File: src/rtl/sensor_scan_pkg.sv
// Shared definitions for the sensor scan sequencer: register map, bit
// positions inside CTRL/STATUS, and the scan FSM state encoding.
package sensor_scan_pkg;

  localparam logic [2:0] ADDR_CTRL   = 3'd4;
  localparam logic [2:0] ADDR_STATUS = 3'd5;

  localparam int CTRL_RUN      = 0;
  localparam int CTRL_IRQ_EN   = 1;
  localparam int STAT_BUSY     = 0;
  localparam int STAT_DONE     = 1;
  localparam int STAT_FCNT_LSB = 8;

  typedef enum logic [1:0] {
    IDLE,
    SELECT,
    SETTLE,
    SAMPLE
  } scan_state_e;

endpackage

File: src/rtl/sensor_scan_ctrl_if.sv
// Avalon-MM register port of the sensor scan sequencer; the Nios side is the
// master, the sequencer register file is the slave.
interface sensor_scan_ctrl_if;

  logic [2:0]  address;
  logic        write;
  logic [31:0] writedata;
  logic [31:0] readdata;

  modport master (output address, output write, output writedata, input readdata);
  modport slave  (input address, input write, input writedata, output readdata);

endinterface

File: src/rtl/sensor_scan_ctrl_sync_2ff.sv
// Generic multi-bit 2-flop synchronizer for slowly changing sensor words that
// are only sampled long after they have settled.
module sync_2ff #(
  parameter int WIDTH = 9
) (
  input  logic             clk,
  input  logic             reset_n,
  input  logic [WIDTH-1:0] d,
  output logic [WIDTH-1:0] q
);

  logic [WIDTH-1:0] meta_d, meta_q;
  logic [WIDTH-1:0] sync_d, sync_q;

  always_comb begin
    meta_d = d;
    sync_d = meta_q;
  end

  always_ff @(posedge clk or negedge reset_n) begin
    if (!reset_n) begin
      meta_q <= '0;
      sync_q <= '0;
    end else begin
      meta_q <= meta_d;
      sync_q <= sync_d;
    end
  end

  assign q = sync_q;

endmodule

File: src/rtl/sensor_scan_ctrl.sv
// Scan sequencer: steps the external mux over the sensor banks, waits for the
// input to settle, captures each bank into a shadow register readable over Avalon.
module sensor_scan_ctrl
  import sensor_scan_pkg::*;
#(
  parameter int NUM_CH        = 4,
  parameter int DATA_W        = 9,
  parameter int SETTLE_CYCLES = 50
) (
  input  logic              clk,
  input  logic              reset_n,
  input  logic [DATA_W-1:0] sens_in,
  output logic [1:0]        sel_out,
  output logic              irq,
  sensor_scan_ctrl_if.slave bus
);

  localparam int              CNT_W    = $clog2(SETTLE_CYCLES);
  localparam logic [CNT_W-1:0] CNT_LOAD = CNT_W'(SETTLE_CYCLES - 1);
  localparam logic [1:0]      LAST_CH  = 2'(NUM_CH - 1);
  localparam logic [2:0]      NUM_CH_A = 3'(NUM_CH);

  scan_state_e       state_d, state_q;
  logic [1:0]        ch_d, ch_q;
  logic [CNT_W-1:0]  cnt_d, cnt_q;
  logic [1:0]        sel_d, sel_q;
  logic [1:0]        ctrl_d, ctrl_q;
  logic              done_d, done_q;
  logic [7:0]        frame_cnt_d, frame_cnt_q;
  logic [31:0]       readdata_d, readdata_q;
  logic              irq_d, irq_q;
  logic [DATA_W-1:0] shadow_d [NUM_CH];
  logic [DATA_W-1:0] shadow_q [NUM_CH];
  logic [DATA_W-1:0] sens_sync;
  logic              busy;
  logic              unused_wdata;

  assign unused_wdata = ^bus.writedata[31:2];

  sync_2ff #(.WIDTH(DATA_W)) u_sync (
    .clk     (clk),
    .reset_n (reset_n),
    .d       (sens_in),
    .q       (sens_sync)
  );

  // Register writes are applied before the FSM so a done set in SAMPLE
  // overrides a simultaneous write-1-to-clear.
  always_comb begin
    state_d     = state_q;
    ch_d        = ch_q;
    cnt_d       = cnt_q;
    sel_d       = sel_q;
    ctrl_d      = ctrl_q;
    done_d      = done_q;
    frame_cnt_d = frame_cnt_q;
    for (int i = 0; i < NUM_CH; i++) shadow_d[i] = shadow_q[i];
    busy = (state_q != IDLE);

    if (bus.write) begin
      if (bus.address == ADDR_CTRL) begin
        ctrl_d = bus.writedata[1:0];
      end else if (bus.address == ADDR_STATUS && bus.writedata[STAT_DONE]) begin
        done_d = 1'b0;
      end
    end

    case (state_q)
      IDLE: begin
        if (ctrl_q[CTRL_RUN]) begin
          ch_d    = 2'd0;
          state_d = SELECT;
        end
      end
      SELECT: begin
        sel_d   = ch_q;
        cnt_d   = CNT_LOAD;
        state_d = SETTLE;
      end
      SETTLE: begin
        if (cnt_q == '0) state_d = SAMPLE;
        else             cnt_d   = cnt_q - 1'b1;
      end
      SAMPLE: begin
        shadow_d[ch_q] = sens_sync;
        if (ch_q != LAST_CH) begin
          ch_d    = ch_q + 2'd1;
          state_d = SELECT;
        end else begin
          done_d      = 1'b1;
          frame_cnt_d = frame_cnt_q + 8'd1;
          ch_d        = 2'd0;
          state_d     = ctrl_q[CTRL_RUN] ? SELECT : IDLE;
        end
      end
      default: state_d = IDLE;
    endcase

    readdata_d = '0;
    if (bus.address < NUM_CH_A) begin
      readdata_d[DATA_W-1:0] = shadow_q[bus.address[1:0]];
    end else if (bus.address == ADDR_CTRL) begin
      readdata_d[1:0] = ctrl_q;
    end else if (bus.address == ADDR_STATUS) begin
      readdata_d[STAT_BUSY]              = busy;
      readdata_d[STAT_DONE]              = done_q;
      readdata_d[STAT_FCNT_LSB +: 8]     = frame_cnt_q;
    end

    irq_d = done_q & ctrl_q[CTRL_IRQ_EN];
  end

  always_ff @(posedge clk or negedge reset_n) begin
    if (!reset_n) begin
      state_q     <= IDLE;
      ch_q        <= '0;
      cnt_q       <= '0;
      sel_q       <= '0;
      ctrl_q      <= '0;
      done_q      <= 1'b0;
      frame_cnt_q <= '0;
      readdata_q  <= '0;
      irq_q       <= 1'b0;
      for (int i = 0; i < NUM_CH; i++) shadow_q[i] <= '0;
    end else begin
      state_q     <= state_d;
      ch_q        <= ch_d;
      cnt_q       <= cnt_d;
      sel_q       <= sel_d;
      ctrl_q      <= ctrl_d;
      done_q      <= done_d;
      frame_cnt_q <= frame_cnt_d;
      readdata_q  <= readdata_d;
      irq_q       <= irq_d;
      for (int i = 0; i < NUM_CH; i++) shadow_q[i] <= shadow_d[i];
    end
  end

  assign sel_out      = sel_q;
  assign irq          = irq_q;
  assign bus.readdata = readdata_q;

endmodule

File: src/flat_wrapper.sv
// flat-port wrapper written by rule: the top's interface ports become plain ports
module sensor_scan_ctrl_flat import sensor_scan_pkg::*;
#(
  parameter int NUM_CH        = 4,
  parameter int DATA_W        = 9,
  parameter int SETTLE_CYCLES = 50
)
  (clk, reset_n, sens_in, sel_out, irq, bus_address, bus_write, bus_writedata, bus_readdata);
  sensor_scan_ctrl_if bus_i ();
  input  logic clk;
  input  logic reset_n;
  input  logic [DATA_W-1:0] sens_in;
  output logic [1:0] sel_out;
  output logic irq;
  input wire logic [$bits(bus_i.address)-1:0] bus_address;
  input wire logic [$bits(bus_i.write)-1:0] bus_write;
  input wire logic [$bits(bus_i.writedata)-1:0] bus_writedata;
  output wire logic [$bits(bus_i.readdata)-1:0] bus_readdata;
  assign bus_i.address = bus_address;
  assign bus_i.write = bus_write;
  assign bus_i.writedata = bus_writedata;
  assign bus_readdata = bus_i.readdata;
  sensor_scan_ctrl #(.NUM_CH(NUM_CH), .DATA_W(DATA_W), .SETTLE_CYCLES(SETTLE_CYCLES)) u_core (.clk(clk), .reset_n(reset_n), .sens_in(sens_in), .sel_out(sel_out), .irq(irq), .bus(bus_i));
endmodule
File: config.mk
export PLATFORM = sky130hd
export DESIGN_NAME = sensor_scan_ctrl_flat
export DESIGN_NICKNAME = d
export VERILOG_FILES = /design/src/rtl/sensor_scan_pkg.sv /design/src/rtl/sensor_scan_ctrl_if.sv /design/src/rtl/sensor_scan_ctrl_sync_2ff.sv /design/src/rtl/sensor_scan_ctrl.sv /design/src/flat_wrapper.sv
export SDC_FILE = /design/constraint.sdc
export NUM_CORES = 1
export LEC_CHECK = 0
export CAP_MARGIN = 30
export CORE_UTILIZATION = 53
export CTS_BUF_LIST = sky130_fd_sc_hd__clkbuf_8
export DETAILED_ROUTE_END_ITERATION = 16
export PLACE_DENSITY = 0.8
export SLEW_MARGIN = 40
export SYNTH_ARGS = -nofsm -noshare
export SYNTH_HDL_FRONTEND = slang
export SYNTH_SLANG_ARGS = --single-unit
File: constraint.sdc
create_clock -name clk -period 1.8 [get_ports clk]
set_input_delay 0.18 -clock clk [delete_from_list [all_inputs] [get_ports clk]]
set_output_delay 0.18 -clock clk [all_outputs]
set_load 0.02 [all_outputs]
==> results.json, run 1 <==
{
  "area.sequential_um2": 2350,
  "layout_common_cells": "sky130_fd_sc_hd__dfrtp_1 (94), sky130_fd_sc_hd__mux2_2 (42), sky130_fd_sc_hd__clkdlybuf4s50_1 (34)",
  "critPathLaunch": "u_core.cnt_q[2]",
  "fraction_of_synthesis_flops_using_an_asynchronous_set_or_reset_pin_pct": 100,
  "clock_sink_count": 94,
  "cpMaxStageDelayCell": "sky130_fd_sc_hd__dfrtp_1",
  "cts.clk_slew.worst_paths_ns": 0.09,
  "grt_first_pass_wirelength_mm": 10.5,
  "dp.cells": 413,
  "dominantRegCellSynth": "sky130_fd_sc_hd__dfrtp_1",
  "finalPower_uw": 6580,
  "layout.core_utilization_pct": 67.3,
  "crit_required_ns": 2.05,
  "synth-warning-count": 0,
  "groute.usage.overall_pct": 18.6,
  "rrSetupSlack_ns": 0.20,
  "cts_tree": "done",
  "multiInputGateArea_um2": 1420,
  "worstSetupEndpointType": "flip-flop",
  "post_synth_instance_area_um2": 3910,
  "postRouteWirelength_mm": 6.13,
  "clockBufferDepth": 2,
  "clock_buffers_created_by_tritoncts": 9,
  "mostFrequentLayoutCell": "sky130_fd_sc_hd__dfrtp_1",
  "ys_ff_latch": 94,
  "min_period_ns": 1.60,
  "cp.buffers_inverters": 0,
  "dieArea_um2": 7730,
  "grt_start_max_net_pins": 38,
  "power.density_cell_area_nw_per_um2": 1410,
  "leakage_uw": 0.00209,
  "vdd_ir_drop_max_uv": 800,
  "hold_path.startpoint": "sens_in[4]",
  "port_buffers": 35,
  "reg2reg_from": "u_core.cnt_q[2]",
  "synth.lib_cells_used.distinct": 38,
  "clock_latency_ns": 0.36,
  "detail_route.vias_per_cell": 4.97,
  "via_total_after_detailed_routing": 2135,
  "fmax_mhz": 624,
  "cts_setup_buffers": 0,
  "syn_inst": 277,
  "synth.avg_cell_area_um2": 14.1,
  "post_route_cells_drive_above_1_share_pct": 26.3,
  "detailed_router_s_first_iteration_violation_count": 78,
  "clock_tree.htree_level_count": 3,
  "timing.final.ws_setup_ns": 0.198,
  "drc_errors": 0,
  "drv.max_cap_violation_count": 0,
  "yosysSeqAreaShare_pct": 60.1,
  "floorplan.initialDensity_pct": 56.4,
  "grt_setup_unrepaired": "false",
  "hp-class": "in2reg",
  "worst_ep_arrival_time_ns": 1.85,
  "die_x_um": 87.9,
  "first_global_vias": 2215,
  "finalCritPeriodShare_pct": 89.0,
  "final_net_count": 387,
  "final-instance-count-excl-fill": 430,
  "place_hpwl_mm": 4.32,
  "hold_violations": 0,
  "path_cells": "or3_4 -> o21ai_4 -> o21ai_1 -> mux2_2",
  "final.setup_skew_ns": 0.00795,
  "drt-wirelength-per-cell_um": 14.2,
  "report.final.slew_viol_count": 0,
  "fin_setup_tns_ns": 0,
  "syn2layout_area_growth_pct": 19.4,
  "pre_cts_slack_ns": 0.125,
  "number_of_antenna_violations_at_the_first_check_in_global_routing": 0,
  "timing.critical_path.fanout_max": 6,
  "placement_rows": 30,
  "area_inside_the_core_boundary_um2": 6940,
  "synth-edff-count": 0,
  "num_antenna_cells": 0,
  "fill_cells": 481,
  "chip_height_um": 87.9,
  "total_congestion_overflow_after_global_routing": 0,
  "setup-violations-final": 0,
  "setup_crit_start_kind": "flip-flop",
  "gpl_congestion": 0.719,
  "route.antenna.remaining_nets": 0,
  "run_status": "completed",
  "io_count": 82,
  "worst-setup-path-type": "reg2reg",
  "crit_family": "flip-flops",
  "first_pass_iters": 4,
  "timing.critical_path.slowest_cell_delay_ns": 0.44,
  "clockRootBuffer": "sky130_fd_sc_hd__clkbuf_8"
}
## worst register-to-register path: cells and delay by family, from the launching register on
kind	cells	cell delay [ns]
compound gates	2	0.34
flops	1	0.44
mux	1	0.27
simple gates	1	0.44
## layout make-up
| type | instances | share of cell area, % |
|---|---|---|
| Tap cell | 96 | 2.57 |
| Clock inverter | 7 | 1.71 |
| Inverter | 13 | 1.04 |
| Multi-Input combinational cell | 162 | 30.3 |
| Sequential cell | 94 | 50.3 |
| Clock buffer | 9 | 2.65 |
| Timing Repair Buffer | 49 | 11.4 |
## path summary, 6_finish.rpt
kind / end / cells after the start
worst min register to register: u_core.u_sync.q[0] / 0
min in group asynchronous: u_core.shadow_q[34] / 2
worst min-delay path: u_core.u_sync.meta_q[4] / 1
max in group asynchronous: u_core.shadow_q[12] / 3
worst max register to register: u_core.cnt_q[0] / 4
worst max-delay path: u_core.cnt_q[0] / 4
## cell usage after synthesis, drive strengths merged (3+ instances only)
library cell,count,area (µm²)
o21ai,8,51.3
nor2,7,26.3
nand2,12,47.6
a21oi,4,20.0
o22ai,3,18.8
ha,11,138
nor2b,6,37.5
xnor2,7,61.3
mux2i,3,30.0
nand4,3,18.8
inv,13,48.8
and2,9,56.3
mux2,43,488
buf,21,146
mux4,9,203
dfrtp,94,2350
## metrics by stage
stage / hold WS (ns) / instance area [µm²]
after floorplan: -0.116 / 3970
after global placement: 0.175 / 4460
after detailed placement: 0.176 / 4460
after CTS: 0.231 / 4670
after global routing: 0.224 / 4670
final: 0.247 / 4670
## metal layers
| layer | global-route usage (%) | vias up | wire length (µm) |
|---|---|---|---|
| li1 | - | 1028 | - |
| met1 | 23.8 | 1042 | 2820 |
| met2 | 30.6 | 56 | 3000 |
| met3 | 4.24 | 9 | 204 |
| met4 | 8.49 | 0 | 106 |
| met5 | 0 | - | 0 |
## what timing repair did
action / 4_1_cts / 5_1_grt
gates resized for setup: 0 / 1
hold endpoints to repair: 34 / 0
endpoints found under the setup margin: 0 / 1
hold buffers: 1 / 0
## state kept, by name (all words and copies together), names as in the netlist
register and count:
u_core.frame_cnt_q 8, u_core.irq 1, u_core.shadow_q 36, u_core.bus.readdata 16, u_core.done_q 1, u_core.state_q 2
u_core.u_sync.meta_q 9, u_core.ch_q 2, u_core.ctrl_q 2, u_core.u_sync.q 9, u_core.cnt_q 6, u_core.sel_out 2
## logic make-up after synthesis
family	synth area share, %
other	0.0958
xor gates and xnor gates	1.57
DFF	60.1
muxes	18.4
buffers and inverters	5.18
AOI/OAI and AO/OA	3.84
adders and majority gates	3.52
and+or+nand+nor	7.29
## where the power goes
group	switching [µW]	internal, µW
logic	877	1200
clock network	745	658
registers	364	2730
No activity file was read; power rests on OpenSTA's default activity.
==> run 2: changes to the inputs <==
--- a/config.mk
+++ b/config.mk
@@ -5,7 +5,6 @@
 export SDC_FILE = /design/constraint.sdc
 export NUM_CORES = 1
 export LEC_CHECK = 0
-export CAP_MARGIN = 30
 export CORE_UTILIZATION = 53
 export CTS_BUF_LIST = sky130_fd_sc_hd__clkbuf_8
 export DETAILED_ROUTE_END_ITERATION = 16
==> results of run 2 <==
Same layout as run 1: the final DEF is identical, and so are final timing and power.
==> run 3: changes to the inputs <==
--- a/config.mk
+++ b/config.mk
@@ -6,7 +6,7 @@
 export NUM_CORES = 1
 export LEC_CHECK = 0
 export CORE_UTILIZATION = 53
-export CTS_BUF_LIST = sky130_fd_sc_hd__clkbuf_8
+export CTS_BUF_LIST = sky130_fd_sc_hd__clkbuf_2 sky130_fd_sc_hd__clkbuf_4 sky130_fd_sc_hd__clkbuf_8
 export DETAILED_ROUTE_END_ITERATION = 16
 export PLACE_DENSITY = 0.8
 export SLEW_MARGIN = 40
==> results of run 3 <==
Same layout as run 1: the final DEF is identical, and so are final timing and power.
